`config.mk`:
```
export PLATFORM = sky130hd
export DESIGN_NAME = stopwatch_key_ctrl_flat
export DESIGN_NICKNAME = d
export VERILOG_FILES = /design/src/rtl/stopwatch_key_ctrl_pkg.sv /design/src/rtl/stopwatch_key_ctrl_if.sv /design/src/rtl/stopwatch_key_ctrl_key_debounce.sv /design/src/rtl/stopwatch_key_ctrl.sv /design/src/flat_wrapper.sv
export SDC_FILE = /design/constraint.sdc
export NUM_CORES = 1
export LEC_CHECK = 0
export ABC_AREA = 1
export CAP_MARGIN = 20
export CORE_ASPECT_RATIO = 0.7
export CORE_MARGIN = 1.5
export CORE_UTILIZATION = 32
export DETAILED_ROUTE_END_ITERATION = 8
export GPL_TIMING_DRIVEN = 0
export SLEW_MARGIN = 40
export SYNTH_ARGS = -nofsm -noshare
export SYNTH_HDL_FRONTEND = slang
export SYNTH_SLANG_ARGS = --single-unit
```
`constraint.sdc`:
```
create_clock -name clk -period 2.2 [get_ports clk]
set_clock_uncertainty 0.05 [all_clocks]
set_input_delay 0.66 -clock clk [delete_from_list [all_inputs] [get_ports clk]]
set_output_delay 0.66 -clock clk [all_outputs]
set_load 0.02 [all_outputs]
```
`src/rtl/stopwatch_key_ctrl_pkg.sv`:
```
// Shared types and constants for the stopwatch key-conditioning block.
package stopwatch_key_ctrl_pkg;

    typedef enum logic [1:0] {
        RELEASED     = 2'd0,
        PRESS_WAIT   = 2'd1,
        PRESSED      = 2'd2,
        RELEASE_WAIT = 2'd3
    } deb_state_e;

    localparam int NUM_KEYS = 3;
    localparam int KEY_RUN  = 0;
    localparam int KEY_LOAD = 1;
    localparam int KEY_CLR  = 2;

    // Bits needed to hold 0..value-1, never less than one.
    function automatic int clog2(input int value);
        int w;
        w = 0;
        while ((1 << w) < value) begin
            w++;
        end
        return (w < 1) ? 1 : w;
    endfunction

    function automatic int max_int(input int a, input int b);
        return (a > b) ? a : b;
    endfunction

endpackage

```
`src/rtl/stopwatch_key_ctrl_if.sv`:
```
// Key/strobe bundle between the board buttons and the stopwatch counter chain.
interface stopwatch_key_ctrl_if;
    logic [2:0] KEY;
    logic [2:0] key_state;
    logic       run;
    logic       load_pulse;
    logic       clr_pulse;

    modport master (
        output KEY,
        input  key_state, run, load_pulse, clr_pulse
    );

    modport slave (
        input  KEY,
        output key_state, run, load_pulse, clr_pulse
    );
endinterface

```
`src/rtl/stopwatch_key_ctrl_key_debounce.sv`:
```
// One key: 2-flop synchroniser, debounce FSM with stability counter, one-cycle press event.
module key_debounce
    import stopwatch_key_ctrl_pkg::*;
#(
    parameter int DEBOUNCE_CYCLES = 500000,
    parameter int CNT_W           = clog2(DEBOUNCE_CYCLES)
) (
    input  logic clk,
    input  logic rst,
    input  logic key_n_i,
    output logic key_state_o,
    output logic held_o,
    output logic press_evt_o
);

    localparam logic [CNT_W-1:0] CNT_LAST = CNT_W'(DEBOUNCE_CYCLES - 1);
    localparam logic [CNT_W-1:0] CNT_MAX  = '1;

    logic [1:0]       sync_q;
    logic             synced;
    deb_state_e       state_q, state_d;
    logic [CNT_W-1:0] cnt_q, cnt_d, cnt_inc;
    logic             evt_q, evt_d;

    assign synced  = sync_q[1];
    assign cnt_inc = (cnt_q == CNT_MAX) ? cnt_q : cnt_q + 1'b1;

    always_ff @(posedge clk) begin
        if (rst) begin
            sync_q  <= 2'b00;
            state_q <= RELEASED;
            cnt_q   <= '0;
            evt_q   <= 1'b0;
        end else begin
            sync_q  <= {sync_q[0], ~key_n_i};
            state_q <= state_d;
            cnt_q   <= cnt_d;
            evt_q   <= evt_d;
        end
    end

    always_comb begin
        state_d = state_q;
        cnt_d   = cnt_q;
        evt_d   = 1'b0;
        case (state_q)
            RELEASED: begin
                if (synced) begin
                    state_d = PRESS_WAIT;
                    cnt_d   = '0;
                end
            end
            PRESS_WAIT: begin
                if (!synced) begin
                    state_d = RELEASED;
                end else if (cnt_q == CNT_LAST) begin
                    state_d = PRESSED;
                    evt_d   = 1'b1;
                end else begin
                    cnt_d = cnt_inc;
                end
            end
            PRESSED: begin
                if (!synced) begin
                    state_d = RELEASE_WAIT;
                    cnt_d   = '0;
                end
            end
            RELEASE_WAIT: begin
                if (synced) begin
                    state_d = PRESSED;
                end else if (cnt_q == CNT_LAST) begin
                    state_d = RELEASED;
                end else begin
                    cnt_d = cnt_inc;
                end
            end
            default: state_d = RELEASED;
        endcase
    end

    assign key_state_o = (state_q == PRESSED) || (state_q == RELEASE_WAIT);
    assign held_o      = (state_q == PRESSED);
    assign press_evt_o = evt_q;

endmodule

```
`src/rtl/stopwatch_key_ctrl.sv`:
```
// Stopwatch key conditioning: debounced run/stop level plus load and clear strobes.
// Optional STOPWATCH_LONGPRESS_EN: clear fires only after KEY[2] is held LONG_PRESS_CYCLES.
module stopwatch_key_ctrl
    import stopwatch_key_ctrl_pkg::*;
#(
    parameter int DEBOUNCE_CYCLES   = 500000,
    parameter int LONG_PRESS_CYCLES = 50000000
) (
    input  logic                 clk,
    input  logic                 rst,
    stopwatch_key_ctrl_if.slave  bus
);

    localparam int CNT_W = clog2(max_int(DEBOUNCE_CYCLES, LONG_PRESS_CYCLES));

    logic [NUM_KEYS-1:0] key_state;
    logic [NUM_KEYS-1:0] held;
    logic [NUM_KEYS-1:0] press_evt;
    logic                clr_fire;
    logic                run_q, run_d;
    logic                load_q, load_d;
    logic                clr_q, clr_d;

    generate
        for (genvar gi = 0; gi < NUM_KEYS; gi++) begin : g_key
            key_debounce #(
                .DEBOUNCE_CYCLES (DEBOUNCE_CYCLES),
                .CNT_W           (CNT_W)
            ) u_debounce (
                .clk         (clk),
                .rst         (rst),
                .key_n_i     (bus.KEY[gi]),
                .key_state_o (key_state[gi]),
                .held_o      (held[gi]),
                .press_evt_o (press_evt[gi])
            );
        end
    endgenerate

`ifdef STOPWATCH_LONGPRESS_EN
    localparam logic [CNT_W-1:0] LP_LAST = CNT_W'(LONG_PRESS_CYCLES - 1);

    logic             lp_armed_q, lp_armed_d;
    logic [CNT_W-1:0] lp_cnt_q, lp_cnt_d;

    always_ff @(posedge clk) begin
        if (rst) begin
            lp_armed_q <= 1'b0;
            lp_cnt_q   <= '0;
        end else begin
            lp_armed_q <= lp_armed_d;
            lp_cnt_q   <= lp_cnt_d;
        end
    end

    // The press_evt cycle counts as the first held cycle; leaving PRESSED aborts.
    always_comb begin
        lp_armed_d = lp_armed_q;
        lp_cnt_d   = lp_cnt_q;
        clr_fire   = 1'b0;
        if (press_evt[KEY_CLR]) begin
            if (LP_LAST == '0) begin
                clr_fire = 1'b1;
            end else begin
                lp_armed_d = 1'b1;
                lp_cnt_d   = CNT_W'(1);
            end
        end else if (lp_armed_q) begin
            if (!held[KEY_CLR]) begin
                lp_armed_d = 1'b0;
            end else if (lp_cnt_q == LP_LAST) begin
                clr_fire   = 1'b1;
                lp_armed_d = 1'b0;
            end else begin
                lp_cnt_d = lp_cnt_q + 1'b1;
            end
        end
    end
`else
    logic unused_held;
    assign unused_held = ^held;
    assign clr_fire    = press_evt[KEY_CLR];
`endif

    // Clear overrides a same-cycle start/stop toggle.
    always_comb begin
        run_d = run_q;
        if (clr_fire) begin
            run_d = 1'b0;
        end else if (press_evt[KEY_RUN]) begin
            run_d = ~run_q;
        end
        load_d = press_evt[KEY_LOAD];
        clr_d  = clr_fire;
    end

    always_ff @(posedge clk) begin
        if (rst) begin
            run_q  <= 1'b0;
            load_q <= 1'b0;
            clr_q  <= 1'b0;
        end else begin
            run_q  <= run_d;
            load_q <= load_d;
            clr_q  <= clr_d;
        end
    end

    assign bus.key_state  = key_state;
    assign bus.run        = run_q;
    assign bus.load_pulse = load_q;
    assign bus.clr_pulse  = clr_q;

endmodule

```
`src/flat_wrapper.sv`:
```
// flat-port wrapper written by rule: the top's interface ports become plain ports
module stopwatch_key_ctrl_flat import stopwatch_key_ctrl_pkg::*;
#(
    parameter int DEBOUNCE_CYCLES   = 500000,
    parameter int LONG_PRESS_CYCLES = 50000000
)
  (clk, rst, bus_KEY, bus_key_state, bus_run, bus_load_pulse, bus_clr_pulse);
  stopwatch_key_ctrl_if bus_i ();
  input  logic clk;
  input  logic rst;
  input wire logic [$bits(bus_i.KEY)-1:0] bus_KEY;
  output wire logic [$bits(bus_i.key_state)-1:0] bus_key_state;
  output wire logic [$bits(bus_i.run)-1:0] bus_run;
  output wire logic [$bits(bus_i.load_pulse)-1:0] bus_load_pulse;
  output wire logic [$bits(bus_i.clr_pulse)-1:0] bus_clr_pulse;
  assign bus_i.KEY = bus_KEY;
  assign bus_key_state = bus_i.key_state;
  assign bus_run = bus_i.run;
  assign bus_load_pulse = bus_i.load_pulse;
  assign bus_clr_pulse = bus_i.clr_pulse;
  stopwatch_key_ctrl #(.DEBOUNCE_CYCLES(DEBOUNCE_CYCLES), .LONG_PRESS_CYCLES(LONG_PRESS_CYCLES)) u_core (.clk(clk), .rst(rst), .bus(bus_i));
endmodule
```
-- After elaboration in Yosys (flattened, before gate mapping)
Cells that the tools add are included.
- bits in registers: 96
- bits of input ports: 5
- output and inout bits: 6
- word-level logic and storage cells: 122
- add/sub/neg operators: 3
- eq/ne operators: 33
- muxes and demuxes: 45
- bitwise logic cells: 10
- reduce and logical (&&, ||, !) cells: 16
- operator list (kind ; count):
    $mux W26 ; 18
    $pmux W26 S4 ; 3
    $add A26 B1 Y26 const B ; 3
    $eq A26 B19 Y1 const B ; 3
    $eq A26 B26 Y1 const B ; 3
    $mux W2 ; 18
    $ne A2 B2 Y1 const B ; 12
    $pmux W2 S4 ; 3
    $reduce_and A4 Y1 ; 6
    $ne A3 B3 Y1 const B ; 6
    $eq A2 B2 Y1 const B ; 6
    $not A1 Y1 ; 10
    $reduce_or A3 Y1 ; 3
    $eq A2 B1 Y1 const B ; 3
    $logic_not A2 Y1 ; 3
    $logic_or A1 B1 Y1 ; 3
    $mux W1 ; 3
    $reduce_or A2 Y1 ; 1

-- Depth between registers and ports, before layout
- depth after elaboration: 5
- gate-level depth with buffers: 12
- gate-level depth less buffers: 11

-- By module
From an unflattened synthesis, not the netlist that was laid out.
- cells, all modules: 1149
- area, all modules: 6560.0 um2
- by module, submodules not included (module ; instances ; cells each ; area an instance (um2) ; sequential area each (um2)):
    key_debounce ; 3 ; 379 ; 2154.6 ; 620.6
    stopwatch_key_ctrl ; 1 ; 12 ; 96.3 ; 60.1

-- Worst setup path before layout
No wires, ideal clock.
- path kind: reg2reg
- start: reg u_core.g_key[0].u_debounce.cnt_q[1]
- end: reg u_core.g_key[0].u_debounce.cnt_q[2]
- setup time: 115 ps
- arrival: 1601 ps
- required time: 2035 ps
- setup slack: 434 ps
- cell stages (with the launch flop): 12
- path buffers: 1
- period minus slack after synthesis: 1766 ps
- path through: dfxtp_1 > ha_1 > inv_1 > nor2_4 > nand2_2 > nor2_4 > nand3_4 > inv_1 > nor2_1 > buf_2 > a21oi_1 > nor2_1
- cells in the longest elaborated chain, start to end: 5
- elaborated cells on any way between the ends: 8
- classes of those cells: add/sub (1); eq/ne (2); mux (5)
- RTL lines (what ; line ; text):
    start: declaration ; stopwatch_key_ctrl_key_debounce.sv:22 ; logic [CNT_W-1:0] cnt_q, cnt_d, cnt_inc;
    start signal: assignment ; stopwatch_key_ctrl_key_debounce.sv:37 ; cnt_q <= cnt_d;
    $add A26 B1 Y26 or $eq A26 B26 Y1 (tied branches) ; stopwatch_key_ctrl_key_debounce.sv:26 ; assign cnt_inc = (cnt_q == CNT_MAX) ? cnt_q : cnt_q + 1'b1;
    $mux W26 ; stopwatch_key_ctrl_key_debounce.sv:26 ;
    $mux W26 (*) ; stopwatch_key_ctrl_key_debounce.sv:56, stopwatch_key_ctrl_key_debounce.sv:72 ;
    $mux W26, on equally long branches ; stopwatch_key_ctrl_key_debounce.sv:70, stopwatch_key_ctrl_key_debounce.sv:54 ;
    $pmux W26 S4 (*) ; stopwatch_key_ctrl_key_debounce.sv:46 ; case (state_q)
Mark *: on every way between the ends. The rest lies on a longest branch, timed or not. The select of a mux whose other input is x is not followed.
A chain may end at the register's enable or synchronous reset.

-- Final worst setup path
- start: reg u_core.g_key[2].u_debounce.cnt_q[0]
- end: reg u_core.g_key[2].u_debounce.cnt_q[22]
- cells in the longest elaborated chain, start to end: 5
- elaborated cells on any way between the ends: 8
- classes of those cells: add/sub (1); eq/ne (2); mux (5)
- RTL lines (what ; line):
    start: declaration ; stopwatch_key_ctrl_key_debounce.sv:22
    start signal: assignment ; stopwatch_key_ctrl_key_debounce.sv:37
    $add A26 B1 Y26 or $eq A26 B26 Y1 (tied branches) ; stopwatch_key_ctrl_key_debounce.sv:26
    $mux W26 ; stopwatch_key_ctrl_key_debounce.sv:26
    $mux W26 (*) ; stopwatch_key_ctrl_key_debounce.sv:56, stopwatch_key_ctrl_key_debounce.sv:72
    $mux W26, on equally long branches ; stopwatch_key_ctrl_key_debounce.sv:70, stopwatch_key_ctrl_key_debounce.sv:54
    $pmux W26 S4 (*) ; stopwatch_key_ctrl_key_debounce.sv:46
Marks and branches as above.

==> impl_metrics.py <==
metrics = {
    "worst_setup_path": {
        "crit_family": "simple AND/OR/NAND/NOR gates",
        "r2r_start": "u_core.g_key[2].u_debounce.cnt_q[0]$_SDFFE_PP0P_",
        "end_kind": "register",
        "r2r_cells": 11,
        "arrival_ns": 2.26,
        "cp-start-kind": "register",
        "regToRegEndpoint": "u_core.g_key[2].u_debounce.cnt_q[22]$_SDFFE_PP0P_",
        "crit_slowest_cell": "dfxtp_2",
        "startpoint": "u_core.g_key[2].u_debounce.cnt_q[0]$_SDFFE_PP0P_",
        "path_buf_inv": 1,
        "reg2reg_slack_ns": 0.14,
        "cp_max_fo": 10,
        "cp_cell_sequence": "ha_2, nand2_2, nor2_8, nand3_1, nor2_2, nor2_2, nand2_4, buf_6, nand2_1, nand2_1, nor2_1",
        "max_stage_delay_ns": 0.39,
        "crit_required_ns": 2.40,
        "crit_type": "reg2reg",
    },
    "timing": {
        "hold_viol": 0,
        "maxSlewViolCount": 0,
        "fin_ws_ns": 0.1412,
        "relSlewSlack_pct": 49.78,
        "setup_violations": 0,
        "period_needed_ns": 2.059,
        "rsz0062_at_grt": "no",
        "maxClockFrequency_mhz": 485.7,
        "fin_hold_ws_ns": 0.3515,
        "fin_crit_sh_pct": 93.58,
        "tightest_slew_ns": 0.7533,
    },
    "floorplanning": {
        "die-width_um": 171.6,
        "core_area_um2": 19180,
        "die-area_um2": 20760,
        "initial_core_util_pct": 33.18,
        "fp.dieH_um": 121.0,
        "pin_count": 11,
        "rows": 42,
    },
    "global_routing": {
        "grt_antenna_before_repair": 0,
        "grt_pass1_vias": 5676,
        "grt_first_pass_wirelength_um": 28900,
        "grt_max_degree": 16,
        "grt_overflow_total": 0,
        "grtUsageTotal_pct": 17.66,
    },
    "yosys": {
        "synth-edff-count": 0,
        "netlist_instances": 1094,
        "yosysUniqueCellTypes": 36,
        "yosysWarnings": 0,
        "syn_nets": 1102,
        "synth_flop_cell": "dfxtp_1",
        "yosys_register_bits": 96,
        "synth.cell_area_um2": 6365,
        "avgSynthCellArea_um2": 5.818,
        "ys_seq_area_share_pct": 30.19,
        "synthArstFlopShare_pct": 0,
    },
    "cts": {
        "clk_latency_ns": 0.36,
        "clkSlewWorstSetupHoldPaths_ns": 0.07,
        "hold_buffers": 0,
        "clockBufferDepth": 2,
        "cts_inserted_buffers": 9,
        "cts_tree": "done",
        "root_buffer": "clkbuf_16",
        "clock-sinks": 96,
        "ctsHtreeMaxLevel": 3,
    },
    "place": {
        "place_ws_ns": -0.003284,
        "dp_hpwl_um": 12940,
        "io_buffers": 9,
        "placed_cell_area_um2": 6785,
        "gp_congestion": 0.8927,
        "dp_cells": 1367,
    },
    "cells_and_area": {
        "mostFrequentLayoutCells": "328 x nand2_1, 249 x nor2_1, 132 x inv_1",
        "area_delta_synth_final_pct": 13.70,
        "n_antenna_cell": 0,
        "final_cell_area_um2": 7237,
        "final_layout_size_suffix_gt1_share_pct": 7.378,
        "nets": 1128,
        "utilization_pct": 37.73,
        "instances_no_fill": 1389,
        "layout_commonest_cell": "nand2_1",
    },
    "worst_hold_path": {
        "holdCritStartpoint": "u_core.g_key[1].u_debounce.press_evt_o$_SDFF_PP0_",
        "holdPathEnd": "u_core.bus.load_pulse$_SDFF_PP0_",
        "min_path_cells": 2,
        "hold_class": "reg2reg",
    },
    "detailed_routing": {
        "wirelength_um": 17220,
        "drc": 0,
        "wl_per_cell_um": 12.40,
        "vias": 6467,
        "vias_per_cell": 4.656,
        "firstDrtPassIters": 5,
        "drt_iter0_drc": 636,
        "antenna_left": 0,
    },
    "power": {
        "leakagePower_uw": 0.002798,
        "cellPowerDensity_nw_per_um2": 551.5,
        "peakVddDrop_mv": 0.3846,
    },
    "job": {
        "drv_cap": 0,
    },
    "status": {
        "status": "completed",
    },
}
kinds of logic after synthesis:
family / count (synthesis) / synth area share, %
AND/OR/NAND/NOR: 738 / 49.64
buffers and inverters: 171 / 11.17
flip-flops: 96 / 30.19
AO/OA/AOI/OAI: 69 / 6.074
XOR/XNOR: 17 / 2.339
adder cells (fa/ha/maj): 3 / 0.5898
cell type report:
type                            count  area, um^2
Clock inverter                      5       127.6
Inverter                          134       506.7
Timing Repair Buffer               15       131.4
Fill cell                        2084       11940
Multi-Input combinational cell    827        3767
Buffer                             37       207.7
Tap cell                          264       330.3
Sequential cell                    96        1923
Clock buffer                       11       242.7
worst max path at each step:
stage	endpoint	slack, ns	cells after the start
after floorplan	u_core.g_key[0].u_debounce.cnt_q[2]$_SDFFE_PP0P_	0.43	11
after detailed placement	u_core.g_key[0].u_debounce.cnt_q[2]$_SDFFE_PP0P_	-0.003	9
final	u_core.g_key[2].u_debounce.cnt_q[22]$_SDFFE_PP0P_	0.14	11
after global placement	u_core.g_key[0].u_debounce.cnt_q[22]$_SDFFE_PP0P_	0.03	9
after CTS	u_core.g_key[0].u_debounce.cnt_q[23]$_SDFFE_PP0P_	0.05	11
after global routing	u_core.g_key[2].u_debounce.cnt_q[6]$_SDFFE_PP0P_	0.005	10
stage by stage:
stage / setup TNS (ns) / power (uW)
5_1_grt: 0 / 4154
4_1_cts: 0 / 4039
3_3_place_gp: 0 / 2062
6_report: 0 / 3991
3_5_place_dp: -0.003284 / 2064
2_1_floorplan: 0 / 1994
sequential cells by signal (all words and copies together), names as in the netlist, named ones only:
name and count:
u_core.bus.clr_pulse 1, u_core.bus.load_pulse 1, u_core.bus.run 1, u_core.g_key.u_debounce.cnt_q 78, u_core.g_key.u_debounce.press_evt_o 3, u_core.g_key.u_debounce.state_q 3, u_core.g_key.u_debounce.sync_q 6
metal layers:
metal / up-vias / part of all wire [%] / track usage, %
li1: 3431 / - / -
met1: 2878 / 55 / 27.78
met2: 144 / 38 / 23.73
met3: 14 / 5.4 / 3.979
met4: 0 / 0.91 / 3.673
met5: - / 0 / 0
worst reg2reg max path: stages, from the launching register on:
cell and delay (ns):
dfxtp_2 0.39, ha_2 0.24, nand2_2 0.10, nor2_8 0.19, nand3_1 0.15, nor2_2 0.21
nor2_2 0.12, nand2_4 0.16, buf_6 0.17, nand2_1 0.06, nand2_1 0.06, nor2_1 0.05
report_power, final:
group          switching [uW]  internal, uW  leakage, uW  total (uW)
logic                     156          75.0      0.00184         231
clock network             702          1260     0.000176        1960
registers                33.8          1770     0.000778        1800
total                     891          3100      0.00280        3990
synth_stat cells, drive strengths merged, types with 2 or more instances:
cell type	n	share of area [%]
a21oi	51	4.4
and2	2	0.20
and3	2	0.20
buf	20	2.3
clkbuf	17	1.0
dfxtp	96	30
ha	3	0.59
inv	133	7.8
nand2	334	20
nand3	95	8.0
nand3b	2	0.24
nand4	21	2.4
nor2	267	17
nor3	12	0.94
nor3b	2	0.24
o21ai	12	0.94
o21bai	5	0.59
xnor2	10	1.4
xor2	7	0.96
repair_timing:
action	4_1_cts	5_1_grt
endpoints found under the setup margin	6	64
resized for setup	4	9
pin swaps	0	2
setup buffers	0	6
Power figures use the tool's default switching activity.
==> RTL edit: new RTL, config.mk and constraints unchanged <==
`LONG_PRESS_CYCLES` is set to 50000000 in 2 places; all go to 200000000.
--- a/src/rtl/stopwatch_key_ctrl.sv
+++ b/src/rtl/stopwatch_key_ctrl.sv
@@ -5,5 +5,5 @@
 #(
     parameter int DEBOUNCE_CYCLES   = 500000,
-    parameter int LONG_PRESS_CYCLES = 50000000
+    parameter int LONG_PRESS_CYCLES = 200000000
 ) (
     input  logic                 clk,
--- a/src/flat_wrapper.sv
+++ b/src/flat_wrapper.sv
@@ -3,5 +3,5 @@
 #(
     parameter int DEBOUNCE_CYCLES   = 500000,
-    parameter int LONG_PRESS_CYCLES = 50000000
+    parameter int LONG_PRESS_CYCLES = 200000000
 )
   (clk, rst, bus_KEY, bus_key_state, bus_run, bus_load_pulse, bus_clr_pulse);
Formal check against the unedited RTL: same outputs for any inputs over 10 cycles, from zero or initial values and one cycle with rst high; that may be too few to reach the edited logic, so the function may still have changed.
==> RTL edit against the original RTL <==
  * Sequential share of layout area is 0.27 points higher
  * Highest routed layer unchanged
  * Largest cell class unchanged
  * Core utilization is 0.85 points lower
  * Design area is 5.5% higher
  * Sequential cell count is 6 higher
  * Worst setup slack worse by 40 ps
  * Sequential power is 5% higher
  * Combinational power is 3% higher
  * Wire length is 13% higher
  * Global-route usage is 0.45 points higher
  * Area after synthesis is 5.7% higher
  * Worst hold slack better by 3.0 ps
  * Total power hardly changed
  * Maximum frequency is 1.9% lower
==> RTL edit: results (changes against the original RTL) <==
* Commonest cells post-synth: 323 x nand2_1, 243 x nor2_1, 127 x nand3_1, 103 x inv_1, 102 x dfxtp_1
* Place WS at -747 ps (-743 ps)
* Largest net degree at the start of global routing at 20 (+4)
* Worst Setup SP: rst
* GPL Wtd Cong at 0.907 (+1.6%)
* Vias per Instance at 4.85 (+4.1%)
* Outcome: finished clean
* Yosys cell types at 40 (+11%)
* Fillers at 2302 (+10%)
* Leakage power at 2.67 nW (-4.6%)
* GRT met1 Usage at 28.1% (+0.36 points)
* Critical path's slowest cell: clkbuf_1
* Critical path arrival at 2350 ps (+90 ps)
* Area contributors post-synth: dfxtp_1 30%, nand2_1 18%, nor2_1 14%, nand3_1 9.4%, inv_1 5.7%
* M2 GR Usage at 25.4% (+1.7 points)
* Sequential area share after synthesis at 30.4% (+0.16 points)
* Non-Filler Instances at 1439 (+3.6%)
* Routed wire length at 19400 microns (+13%)
* Top flop regs: u_core.g_key.u_debounce.cnt_q (84), u_core.g_key.u_debounce.sync_q (6)
* Layout cells sized above 1 at 11.3% (+3.9 points)
* DP Wirelength at 14700 microns (+13%)
* Vias in the first global route at 6072 (+7.0%)
* Synth Instances at 1131 (+3.4%)
* Switching Fraction at 25.6% (+3.3 points)
* Dpl cell area at 7170 sq um (+5.7%)
RTL edit: cell types whose count changed in the layout (fill, tap and decap cells not counted), moves of 9 or more:
cell and delta:
nand2_1 -9, nand3_1 +35, a21oi_2 +11, inv_1 -30, nand2_2 +25
RTL edit: power by group through the flow:
stage	Combinational [mW]	Clock, mW	Sequential, mW
floorplan	0.160	0	1.93
global placement	0.228	0	1.93
detailed placement	0.230	0	1.93
CTS	0.232	1.91	1.89
global route	0.265	1.98	1.89
finish	0.238	1.86	1.89
RTL edit: repair_timing:
item	4_1_cts	5_1_grt
gates resized for setup	8	26
setup endpoints to repair	50	75
hold endpoints to repair	0	0
pin swaps	0	7
setup buffers	0	6
RTL edit: critical path: cells and delay by family:
family / cells / cell delay [ps]
buffers and inverters: 4 / 1450
AND/OR/NAND/NOR: 2 / 230
RTL edit: cell families (layout without fill, tap and decap cells):
kind of cell	count (synthesis)	count (layout)	share of synthesized area, %
compound gates	86	86	7.79
fa+ha+maj	3	3	0.558
flops	102	102	30.4
buf+inv	147	179	9.28
xor+xnor	10	10	1.30
simple gates	783	783	50.7
RTL edit: worst min-delay path by stage:
stage                                           end                              startpoint  cells past startpoint
3_5_place_dp   u_core.g_key[2].u_debounce.sync_q[1]    u_core.g_key[2].u_debounce.sync_q[0]                      2
5_1_grt                       u_core.bus.load_pulse  u_core.g_key[1].u_debounce.press_evt_o                      2
2_1_floorplan                 u_core.bus.load_pulse  u_core.g_key[1].u_debounce.press_evt_o                      2
4_1_cts        u_core.g_key[2].u_debounce.sync_q[1]    u_core.g_key[2].u_debounce.sync_q[0]                      2
6_report       u_core.g_key[2].u_debounce.sync_q[1]    u_core.g_key[2].u_debounce.sync_q[0]                      2
3_3_place_gp   u_core.g_key[2].u_debounce.sync_q[1]    u_core.g_key[2].u_debounce.sync_q[0]                      2
RTL edit: routing by layer:
metal / routed length [microns] / vias up / part of all wire, %
met5: 0 / - / 0
met4: 134 / 0 / 0.69
met1: 10400 / 3181 / 53
met3: 1110 / 10 / 5.7
li1: - / 3614 / -
met2: 7830 / 172 / 40
RTL edit: final cells by class:
type | count | area, sq um | share of cell area (%)
Buffer | 38 | 224 | 2.93
Clock buffer | 9 | 225 | 2.95
Clock inverter | 7 | 114 | 1.49
Inverter | 109 | 414 | 5.42
Multi-Input combinational cell | 882 | 4120 | 54.0
Sequential cell | 102 | 2050 | 26.8
Tap cell | 276 | 345 | 4.52
Timing Repair Buffer | 16 | 141 | 1.85
